[config.mk]
export PLATFORM = sky130hd
export DESIGN_NAME = fifo_wr_arbiter
export DESIGN_NICKNAME = d
export VERILOG_FILES = /design/src/rtl/fifo_wr_arbiter_pkg.sv /design/src/rtl/fifo_wr_arbiter_rr_pick.sv /design/src/rtl/fifo_wr_arbiter.sv
export SDC_FILE = /design/constraint.sdc
export NUM_CORES = 1
export LEC_CHECK = 0
export ABC_CLOCK_PERIOD_IN_PS = 2800
export BUFFER_PORTS_ARGS = -buffer_cell sky130_fd_sc_hd__buf_2
export CAP_MARGIN = 20
export CORE_MARGIN = 8
export CORE_UTILIZATION = 45
export CTS_CLUSTER_SIZE = 28
export DETAILED_ROUTE_END_ITERATION = 8
export MAX_ROUTING_LAYER = met4
export PLACE_DENSITY = 0.86
export SLEW_MARGIN = 40
export SYNTH_ARGS = -nofsm -noshare
export SYNTH_HDL_FRONTEND = slang
export SYNTH_SLANG_ARGS = --single-unit
[constraint.sdc]
create_clock -name clk -period 2.8 [get_ports clk]
set_input_delay 0 -clock clk [delete_from_list [all_inputs] [get_ports clk]]
set_output_delay 0 -clock clk [all_outputs]
set_load 0.005 [all_outputs]
[src/rtl/fifo_wr_arbiter_pkg.sv]
// Shared types and default constants for the FIFO write arbiter.
// Holds the FSM state enum, default sizing and a counter-width helper.
package fifo_wr_arbiter_pkg;

    typedef enum logic {
        IDLE  = 1'b0,
        BURST = 1'b1
    } state_t;

    localparam int DEF_NUM_REQ    = 4;
    localparam int DEF_DATA_WIDTH = 32;
    localparam int DEF_MAX_BURST  = 8;

    // Beat counter must be able to hold MAX_BURST itself.
    function automatic int cnt_width(input int max_burst);
        return $clog2(max_burst + 1);
    endfunction

endpackage

[src/rtl/fifo_wr_arbiter_rr_pick.sv]
// Round-robin selector: first set request at or after ptr, wrapping.
// Ports: req (request vector), ptr (start index), idx (winner), found.
module rr_pick
    import fifo_wr_arbiter_pkg::*;
#(
    parameter int NUM_REQ = DEF_NUM_REQ,
    parameter int ID_W    = $clog2(NUM_REQ)
) (
    input  logic [NUM_REQ-1:0] req,
    input  logic [ID_W-1:0]    ptr,
    output logic [ID_W-1:0]    idx,
    output logic               found
);

    localparam int SW = ID_W + 1;

    logic [2*NUM_REQ-1:0] dbl;
    logic [NUM_REQ-1:0]   rot;
    logic [ID_W-1:0]      off;
    logic [SW-1:0]        sum;

    always_comb begin
        // Rotate so bit k of rot is requester (ptr+k) mod NUM_REQ.
        dbl   = {req, req} >> ptr;
        rot   = dbl[NUM_REQ-1:0];
        off   = '0;
        found = 1'b0;
        // Scan downward so the smallest offset is the final winner.
        for (int k = NUM_REQ - 1; k >= 0; k--) begin
            if (rot[k]) begin
                off   = ID_W'(k);
                found = 1'b1;
            end
        end
        sum = {1'b0, ptr} + {1'b0, off};
        if (sum >= SW'(NUM_REQ)) begin
            sum = sum - SW'(NUM_REQ);
        end
        idx = sum[ID_W-1:0];
    end

endmodule

[src/rtl/fifo_wr_arbiter.sv]
// Round-robin arbiter merging NUM_REQ beat streams into one sync FIFO.
// Ports: clk, rst (sync, active-high); req_valid/req_data/req_last in,
// req_ready out; fifo_wr_en/fifo_din out (registered), fifo_prog_full
// in; grant_id (current holder) and busy (in BURST) status outputs.
module fifo_wr_arbiter
    import fifo_wr_arbiter_pkg::*;
#(
    parameter int NUM_REQ    = DEF_NUM_REQ,
    parameter int DATA_WIDTH = DEF_DATA_WIDTH,
    parameter int MAX_BURST  = DEF_MAX_BURST
) (
    input  logic                          clk,
    input  logic                          rst,
    input  logic [NUM_REQ-1:0]            req_valid,
    input  logic [NUM_REQ*DATA_WIDTH-1:0] req_data,
    input  logic [NUM_REQ-1:0]            req_last,
    output logic [NUM_REQ-1:0]            req_ready,
    output logic                          fifo_wr_en,
    output logic [DATA_WIDTH-1:0]         fifo_din,
    input  logic                          fifo_prog_full,
    output logic [$clog2(NUM_REQ)-1:0]    grant_id,
    output logic                          busy
);

    localparam int ID_W  = $clog2(NUM_REQ);
    localparam int CNT_W = cnt_width(MAX_BURST);

    state_t            state;
    logic [ID_W-1:0]   rr_ptr;
    logic [CNT_W-1:0]  beat_cnt;
    logic [CNT_W-1:0]  cnt_nxt;
    logic [ID_W-1:0]   pick_idx;
    logic              pick_found;
    logic [ID_W-1:0]   id_nxt;
    logic              xfer;
    logic              burst_end;

    rr_pick #(
        .NUM_REQ (NUM_REQ),
        .ID_W    (ID_W)
    ) u_rr_pick (
        .req   (req_valid),
        .ptr   (rr_ptr),
        .idx   (pick_idx),
        .found (pick_found)
    );

    assign xfer = (state == BURST) && !fifo_prog_full
                  && req_valid[grant_id];

    assign cnt_nxt   = beat_cnt + CNT_W'(1);
    assign burst_end = req_last[grant_id]
                       || (cnt_nxt == CNT_W'(MAX_BURST));

    assign id_nxt = (grant_id == ID_W'(NUM_REQ - 1))
                    ? '0 : grant_id + ID_W'(1);

    always_comb begin
        req_ready = '0;
        if (state == BURST && !fifo_prog_full) begin
            req_ready[grant_id] = 1'b1;
        end
    end

    always_ff @(posedge clk) begin
        if (rst) begin
            state    <= IDLE;
            rr_ptr   <= '0;
            grant_id <= '0;
            beat_cnt <= '0;
            busy     <= 1'b0;
        end else begin
            unique case (state)
                IDLE: begin
                    if (pick_found) begin
                        grant_id <= pick_idx;
                        beat_cnt <= '0;
                        state    <= BURST;
                        busy     <= 1'b1;
                    end
                end
                BURST: begin
                    // A dropped valid or prog_full simply means no
                    // transfer; the grant is held until a real exit.
                    if (xfer) begin
                        beat_cnt <= cnt_nxt;
                        if (burst_end) begin
                            state  <= IDLE;
                            busy   <= 1'b0;
                            rr_ptr <= id_nxt;
                        end
                    end
                end
            endcase
        end
    end

    // One-cycle write pipeline; the FIFO threshold covers this beat.
    always_ff @(posedge clk) begin
        if (rst) begin
            fifo_wr_en <= 1'b0;
            fifo_din   <= '0;
        end else begin
            fifo_wr_en <= xfer;
            if (xfer) begin
                fifo_din <= req_data[grant_id*DATA_WIDTH +: DATA_WIDTH];
            end
        end
    end

endmodule

==> summary.md, run 1 <==
| Metric | Value |
|---|---|
| Top-level I/O count | approximately 180 |
| Starting DRT DRC Count | slightly below 100 |
| Clk Latency, worst-skew pair | 290 ps |
| Status | completed |
| I/O Buffers | 178 |
| Hold crit path type | input pin to register |
| CP bufs+invs | 2 |
| Startpoint Class | register |
| Final #Nets | 579 |
| Async SR Flop Fraction | 0% |
| EDFF count, synth | 0 |
| Area Overhead vs Synth | 36.72% |
| Post-CTS setup buffer count | 0 |
| Worst Skew | between 2 and 2.5 ps |
| Area contributors post-synth | dfxtp_1 (32%), mux4_2 (30%), nand2_1 (9.4%), a21oi_1 (6.8%), buf_6 (3.0%) |
| R2R setup slack | between 600 and 700 ps |
| Total congestion overflow | 0 |
| Rel. slew slack | 53.61% |
| Crit end category | register |
| Routed Wire Length | between 8000 and 9000 µm |
| Syn Inst Count | between 200 and 300 |
| DR vias | ~2,700 |
| Starting Density | between 40% and 50% |
| Leak | 1.637 nW |
| Die Ht | slightly above 90 µm |
| Num CTS Buffers | 5 |
| Critical-path top delay cell | buf_4 |
| Row count | 28 |
| Peak VDD IR | ~0.20 mV |
| Crit share post-route | roughly three quarters |
| Yosys top cell area share | between 30% and 40% |
| Pre-antenna DRT Iters | 4 |
| Family with the most delay on the worst path | multiplexers |
| Final setup fails | 0 |
| Fin crit period | 2112 ps |
| RePlAce Congestion | 0.8089 |
| Post-synthesis net count | around 410 |
| Yosys warning total | 0 |
| Die W | between 90 and 100 µm |
| Hold Violations, Final | 0 |
| Vias per cell | about 5.3 |
| Flops & latches, synth | 43 |
| Crit-path max FO | 39 |
| Largest net degree at the start of global routing | 50 |
| Setup TNS | 0 ps |
| Worst Path Required | slightly below 3000 ps |
| Synth Flop Type | dfxtp_1 |
| First-pass GRT wire length | around 13,000 µm |
| Yosys top cell by area | dfxtp_1 |
| Post_cts resized | 0 |
| Share of layout cells above drive strength 1 | a little over half |
| Initial antenna violation count | 0 |
| Worst stage delay on the critical path | ~570 ps |
| Post-synth design cell area | around 2700 µm² |
| RSZ-0062 raised after global routing | no |
| Synth cell count leaders | nand2_1 (67), dfxtp_1 (43), a21oi_1 (36), mux4_2 (35), nor2_1 (10) |
| Number of diodes | 0 |
| Worst path cell trace | buf_4 -> mux4_2 -> inv_1 -> a21oi_1 -> mux2_2 |
| Residual DRC | 0 |
| Clock H-tree levels | 2 |
| DR WL/cell | about 17 µm |
| HPWL after DPL | between 6000 and 7000 µm |
| CTS Root Cell | clkbuf_8 |
| Slew @ Worst Pin | around 700 ps |
| Post-CTS Hold Buffers | 0 |
| Sink Count | 43 |
| Clk slew on worst S/H paths | approximately 80 ps |
| Die footprint | around 8600 µm² |
| Fraction of the yosys area taken by sequential cells | 32.35% |
| Post-DRT Antenna Nets | 0 |
| Critical path arrival | approximately 2300 ps |
| PwrDens | just over 400 nW/µm² |
| F_max | about 470 MHz |
| Max Buffers Root-to-Sink | 2 |
| Synth unique cells | 36 |
| CP Class | register to register |
| Top-count cell post-synth | nand2_1 |
| Avg Cell Area, Syn | 9.967 µm² |
| Max cap viols | 0 |
| Total power | around 0.0015 W |
| Total Routing Usage GR | roughly a fifth |
| Number of global-route vias before repair | between 2,000 and 3,000 |
| Pins over their slew limit | 0 |
| CTS tree | done |
| Core area | 5816 µm² |
-- layout make-up --
| cell class | count | area, µm² |
|---|---|---|
| multi-input cells | 199 | 1643 |
| inverters | 3 | 11.26 |
| clock inverters | 1 | 7.507 |
| clock buffers | 7 | 96.34 |
| fillers | 532 | 2177 |
| well taps | 75 | 93.84 |
| flip-flops and latches | 43 | 863.3 |
| repair buffers | 182 | 923.4 |
-- cell families after synthesis --
logic type               after synthesis  share of synthesized area (%)
multiplexers                          38                          30.79
adder cells (fa/ha/maj)                6                          2.821
AND/OR/NAND/NOR                      108                          18.38
buffers and inverters                 25                          5.924
AO/OA/AOI/OAI                         46                          9.403
flip-flops                            43                          32.35
XOR/XNOR                               1                         0.3292
-- registers in the layout, summed over array words and instances (netlist names) --
register	flops
grant_id	2
state	1
busy	1
rr_ptr	2
fifo_din	32
beat_cnt	4
fifo_wr_en	1
-- path summary, 6_finish.rpt --
path | from | to | cells after the start
hold reg to reg | fifo_din[13] | fifo_din[13] | 2
hold / removal | rst | grant_id[0] | 2
setup / recovery | grant_id[0] | rr_ptr[0] | 5
setup reg to reg | grant_id[0] | rr_ptr[0] | 5
-- report_power, final --
| part | internal, W | total (W) | switching (W) |
|---|---|---|---|
| combinational | 0.000226 | 0.000397 | 0.000171 |
| sequential | 0.000642 | 0.000660 | 0.0000176 |
| clock | 0.000224 | 0.000433 | 0.000209 |
-- routing by layer --
metal	global-route usage (%)	share of wire, %
met2	34.26	51
met5	-	0
met4	5.503	1.0
met3	4.369	6.8
met1	21.78	41
-- layout by cell type, fill, tap and decap left out, drive strengths merged, types with 2 or more instances in the layout --
master  instances
buf           182
nand2          68
dfxtp          43
a21oi          36
mux4           35
nor2           10
clkbuf          7
and2            6
ha              6
nand2b          4
nand3           4
inv             3
nor2b           3
nand3b          3
and3b           2
o21ai           2
o211ai          2
nor4            2
nor3            2
mux2i           2
-- metrics by stage --
step           cells  setup WS, ps  util [%]  hold WS [ps]  cell area, µm²
6_report         510         687.9     62.56         163.2            3638
5_1_grt          510         554.7     62.56         166.1            3638
4_1_cts          510         656.4     62.52         167.7            3636
3_5_place_dp     502         666.7     60.74         398.2            3532
3_3_place_gp     502         751.1     60.74         384.4            3532
2_1_floorplan    267          1059         -         218.2            2661
Power figures use the tool's default switching activity.
==> run 2: changes to the inputs <==
Settings changed: ABC_CLOCK_PERIOD_IN_PS 2800 to 1810, CORE_UTILIZATION 45 to 38, PLACE_DENSITY 0.86 to 0.77.
Clock period 2.8 ns to 1.81 ns, I/O delays scaled along.
==> summary.md, run 2 (same netlist as run 1, synthesis figures left out) <==
| Metric | Value |
|---|---|
| Slew @ Worst Pin | ~540 ps |
| Starting DRT DRC Count | 90 |
| Number of global-route vias before repair | between 2,000 and 3,000 |
| GR Layer Usage met2 | a little under a third |
| Largest reg by FF count | fifo_din |
| Area Overhead vs Synth | 39.16% |
| Peak VDD IR | 0.3439 mV |
| Worst path cell trace | buf_4 -> and3b_1 -> o21ai_0 -> o2111ai_1 -> ha_2 -> xor2_1 -> nor4_1 -> nand2_1 -> o311ai_1 |
| Clock H-tree levels | 2 |
| Critical path arrival | between 1500 and 2000 ps |
| Max cap viols | 0 |
| Most common cell after layout, fill and taps aside | buf_2 |
| Fin crit period | around 1700 ps |
| Status | completed |
| Number of diodes | 0 |
| Worst stage delay on the critical path | between 300 and 400 ps |
| Setup TNS | 0 ps |
| Sink Count | between 40 and 50 |
| Clk slew on worst S/H paths | 90 ps |
| Hold path start | rst |
| Startpoint Class | register |
| HPWL after DPL | slightly below 7000 µm |
| PwrDens | between 600 and 700 nW/µm² |
| Residual DRC | 0 |
| RSZ-0062 raised after global routing | yes |
| Total Routing Usage GR | 16.72% |
| CTS Root Cell | clkbuf_8 |
| Crit-path max FO | 8 |
| Post-DRT Antenna Nets | 0 |
| F_max | ~580 MHz |
| Post-route worst setup slack | between 70 and 80 ps |
| Share of layout cells above drive strength 1 | approximately 54% |
| Hold depth | 2 |
| Met1 Track Usage GR | between 15 and 20% |
| Max reg flops | 32 |
| DR vias | approximately 2,700 |
| Commonest cells after routing, fill and taps aside | buf_2 (178), nand2_1 (67), dfxtp_1 (41), a21oi_1 (36), mux4_2 (35) |
| Final #Nets | roughly 600 |
| Top-level I/O count | 179 |
| R2R setup slack | about 75 ps |
| Pre-antenna DRT Iters | 4 |
| FF-to-FF Start | rr_ptr[0] |
| Leak | 1.659 nW |
| Crit end category | register |
| Crit share post-route | a little over nine tenths |
| Num CTS Buffers | 5 |
| Rel. slew slack | between 60% and 70% |
| First-pass GRT wire length | roughly 13,000 µm |
| RePlAce Congestion | slightly below 0.8 |
| Final setup fails | 0 |
| Worst Reg-to-Reg Cells | 9 |
| Worst Skew | 5.661 ps |
| Die Ht | between 90 and 100 µm |
| Pins over their slew limit | 0 |
| Post-CTS Hold Buffers | 0 |
| Placement Cell Area | 3616 µm² |
| Hold crit path type | input pin to register |
| Worst Path Required | 2010 ps |
| GR peak layer | met2 |
| Die footprint | slightly below 10,000 µm² |
| Die W | 99.69 µm |
| CP Class | register to register |
| Total power | 0.002250 W |
| Row count | 30 |
| Core area | 6794 µm² |
| Vias per cell | ~5.0 |
| Starting Density | 39.17% |
| Routed Wire Length | approximately 8400 µm |
| Initial antenna violation count | 0 |
| Largest registers | fifo_din (32), beat_cnt (4) |
| Largest net degree at the start of global routing | 37 |
| Clk Latency, worst-skew pair | 290 ps |
| DP Cell Count | ~530 |
| Total congestion overflow | 0 |
| Final cell count without fillers | ~540 |
| Pre-CTS setup slack | between 70 and 80 ps |
| Met3 Use GR | about 4.3% |
| Design Area, Final | between 3000 and 4000 µm² |
| Reg2reg end | grant_id[1] |
| Hold EP | fifo_wr_en |
| Critical-path top delay cell | dfxtp_1 |
| Hold Violations, Final | 0 |
| I/O Buffers | 178 |
| Max Buffers Root-to-Sink | 2 |
| DR WL/cell | about 16 µm |
| CTS tree | done |
[run 2: changes by cell type in the layout (fill, tap and decap cells not counted), sizes merged]
cell,previous run,this run
buf,182,188
clkbuf,7,6
clkinv,0,1
[run 2: metal layers]
metal,vias up,wire (µm)
met5,-,0
met4,0,67
met3,4,645
met2,132,4417
met1,1263,3310
li1,1309,-
[run 2: timing repair]
| action | CTS | global route |
|---|---|---|
| setup buffers | 0 | 0 |
| endpoints found under the setup margin | 0 | 1 |
| gates resized for setup | 0 | 2 |
[run 2: worst max-delay path by stage]
stage	to	slack, ps	cells after the start	startpoint
after floorplan	fifo_din[13]	70	7	grant_id[0]
after global placement	grant_id[1]	150	9	rr_ptr[0]
after detailed placement	grant_id[1]	80	9	rr_ptr[0]
after CTS	grant_id[1]	60	9	rr_ptr[0]
after global routing	grant_id[1]	-30	6	rr_ptr[0]
final	grant_id[1]	80	9	rr_ptr[0]
[run 2: cell type report]
cell class / instances / area [µm²]
sequential: 43 / 863.3
multi-input combinational: 199 / 1645
inverter: 3 / 11.26
clock buffer: 6 / 72.57
tap: 96 / 120.1
timing repair buffer: 188 / 978.4
fill: 621 / 3090
clock inverter: 2 / 12.51
[run 2: power breakdown]
group	leakage (nW)	switching, W	internal [W]	total (W)
registers	0.350	0.0000273	0.000994	0.00102
clock network	0.0412	0.000330	0.000270	0.000601
logic	1.27	0.000266	0.000362	0.000628
total	1.66	0.000624	0.00163	0.00225
[run 2: through the flow]
| step | hold WS [ps] | utilization, % |
|---|---|---|
| 2_1_floorplan | 218.2 | - |
| 6_report | 178.7 | 54.51 |
| 3_3_place_gp | 386.3 | 53.22 |
| 5_1_grt | 172.0 | 54.51 |
| 3_5_place_dp | 384.6 | 53.22 |
| 4_1_cts | 160.1 | 54.48 |
[run 2: worst max-delay path: cells and delay by family (launching register included)]
kind | cells | cell delay, ps
xor+xnor | 1 | 150
compound gates | 3 | 400
fa+ha+maj | 1 | 190
simple gates | 3 | 440
buf+inv | 1 | 150
flops | 1 | 320
==> run 3: changes to the inputs <==
Settings changed: ABC_CLOCK_PERIOD_IN_PS 1810 to 1800, CORE_UTILIZATION 38 to 42, PLACE_DENSITY 0.77 to 0.81.
Clock period 1.81 ns to 1.8 ns, I/O delays scaled along.
==> summary.md, run 3 (same netlist as run 1, synthesis figures left out) <==
| Metric | Value |
|---|---|
| Status | complete, but fails checks |
| Failing checks | setup timing |
| Post-CTS Hold Buffers | 0 |
| Starting DRT DRC Count | 80 |
| Num CTS Buffers | 5 |
| Reg power frac | between 40% and 50% |
| Core area | roughly 6200 µm² |
| Most common cell after layout, fill and taps aside | buf_2 |
| Largest net degree at the start of global routing | 34 |
| DR vias | approximately 2,700 |
| Worst stage delay on the critical path | about 340 ps |
| Net Sw Frac | between 20% and 30% |
| DR WL/cell | roughly 16 µm |
| Number of diodes | 0 |
| Share of layout cells above drive strength 1 | between 50% and 60% |
| HPWL after DPL | 6727 µm |
| CTS tree | done |
| Total congestion overflow | 0 |
| Hold Slack | roughly 170 ps |
| I/O Buffers | 178 |
| Family with the most delay on the worst path | simple AND/OR/NAND/NOR gates |
| Worst Path Required | around 2000 ps |
| Fin crit period | between 1500 and 2000 ps |
| Leak | around 1.7 nW |
| Rel. slew slack | 63.56% |
| Row count | 29 |
| Largest registers | fifo_din (32), beat_cnt (4) |
| Sw Pwr | approximately 0.00061 W |
| CP startpoint | rr_ptr[0] |
| Starting Density | a little over two fifths |
| Crit end category | register |
| Routed Wire Length | 8104 µm |
| Design Area, Final | between 3000 and 4000 µm² |
| Residual DRC | 0 |
| Fill count | just under 600 |
| Clk slew on worst S/H paths | about 80 ps |
| Post-route worst setup slack | -24.08 ps |
| FF-to-FF Start | rr_ptr[0] |
| Clk Latency, worst-skew pair | approximately 290 ps |
| Clock H-tree levels | 2 |
| Hold Violations, Final | 0 |
| Die footprint | approximately 9100 µm² |
| Sink Count | 43 |
| CP bufs+invs | 1 |
| Area Overhead vs Synth | 39.40% |
| Total Routing Usage GR | between 15 and 20% |
| P_int | about 0.0017 W |
| Final cell count without fillers | 520 |
| Combinational Power Share | 27.1% |
| Hold path start | req_data[104] |
| Startpoint Class | register |
| Hold crit path type | input pin to register |
| Final setup fails | 1 |
| Top-level I/O count | roughly 180 |
| Slew @ Worst Pin | approximately 550 ps |
| Worst path cell trace | buf_6 -> and3b_1 -> o21ai_1 -> o2111ai_1 -> ha_2 -> xor2_1 -> nor4_1 -> nand2_1 -> o311ai_2 |
| Max cap viols | 0 |
| CP Depth | 9 |
| Max reg flops | 32 |
| Commonest cells after routing, fill and taps aside | buf_2 (178), nand2_1 (67), dfxtp_1 (40), a21oi_1 (36), mux4_2 (35) |
| Peak VDD IR | 0.2699 mV |
| PwrDens | around 630 nW/µm² |
| Total power | 0.002328 W |
| RSZ-0062 raised after global routing | yes |
| Post-DRT Antenna Nets | 0 |
| Max Buffers Root-to-Sink | 2 |
| Die W | about 96 µm |
| Initial antenna violation count | 0 |
| Die Ht | around 96 µm |
| CTS Root Cell | clkbuf_8 |
| Pre-antenna DRT Iters | 6 |
| Crit share post-route | 101.3% |
| Worst Reg-to-Reg Cells | 9 |
| Critical-path top delay cell | dfxtp_2 |
| RePlAce Congestion | around 0.77 |
| Vias per cell | between 5 and 6 |
| First-pass GRT wire length | ~12,000 µm |
| Critical path arrival | slightly above 2000 ps |
| Clock Power Share | around 29% |
| Largest reg by FF count | fifo_din |
| Hold depth | 4 |
| F_max | 548.2 MHz |
| Crit-path max FO | 7 |
| Final #Nets | 587 |
| Worst Skew | 6.561 ps |
| Number of global-route vias before repair | around 2,800 |
| Pins over their slew limit | 0 |
| DP Cell Count | slightly above 500 |
| Placement Cell Area | 3587 µm² |
| CP Class | register to register |
run 3: cell types whose count changed in the layout (fill, tap and decap cells not counted), sizes merged:
cell	delta
buf	+2
clkbuf	+2
clkinv	-1
clkinvlp	-1
run 3: final timing paths:
kind | endpoint | slack, ps
worst max-delay path | grant_id[1] | -20
worst min-delay path | fifo_din[8] | 170
worst max register to register | grant_id[1] | -20
worst min register to register | fifo_din[1] | 450
run 3: repair_timing:
action                     CTS  global route
resized for setup            1             5
pin swaps                    0             6
cloned                       0             0
buffers inserted             0             1
setup endpoints to repair    1             1
run 3: worst min-delay path, stage by stage:
cell,delay (ps)
buf_2,70
mux4_2,210
nand2_1,50
a21oi_1,100
run 3: layout make-up:
class / instances / area, µm² / area share (%)
Multi-Input combinational cell: 199 / 1653 / 44.55
Timing Repair Buffer: 190 / 984.7 / 26.54
Sequential cell: 43 / 864.6 / 23.31
Clock buffer: 8 / 100.1 / 2.698
Tap cell: 77 / 96.34 / 2.597
Inverter: 3 / 11.26 / 0.3035
run 3: per-stage QoR:
stage | setup slack, ps | setup TNS, ps | utilization (%)
after floorplan | 59.18 | 0 | -
after global placement | 142.1 | 0 | 57.48
after detailed placement | 3.663 | 0 | 57.48
after CTS | 32.26 | 0 | 59.08
after global routing | -179.3 | -179.3 | 59.44
final | -24.08 | -24.08 | 59.44
run 3: power groups by stage:
stage          Clock, W  Sequential [W]  Combinational (W)
4_1_cts        0.000693         0.00103           0.000640
2_1_floorplan         0         0.00105           0.000383
5_1_grt        0.000736         0.00103           0.000693
3_5_place_dp          0         0.00105           0.000637
3_3_place_gp          0         0.00105           0.000616
6_report       0.000669         0.00103           0.000632
run 3: layer usage:
layer / up-vias / global-route usage (%) / part of all wire (%)
met1: 1270 / 18.28 / 37
met4: 0 / 3.841 / 0.70
met2: 117 / 32.11 / 54
met5: - / - / 0
met3: 6 / 4.252 / 8.1
li1: 1314 / - / -
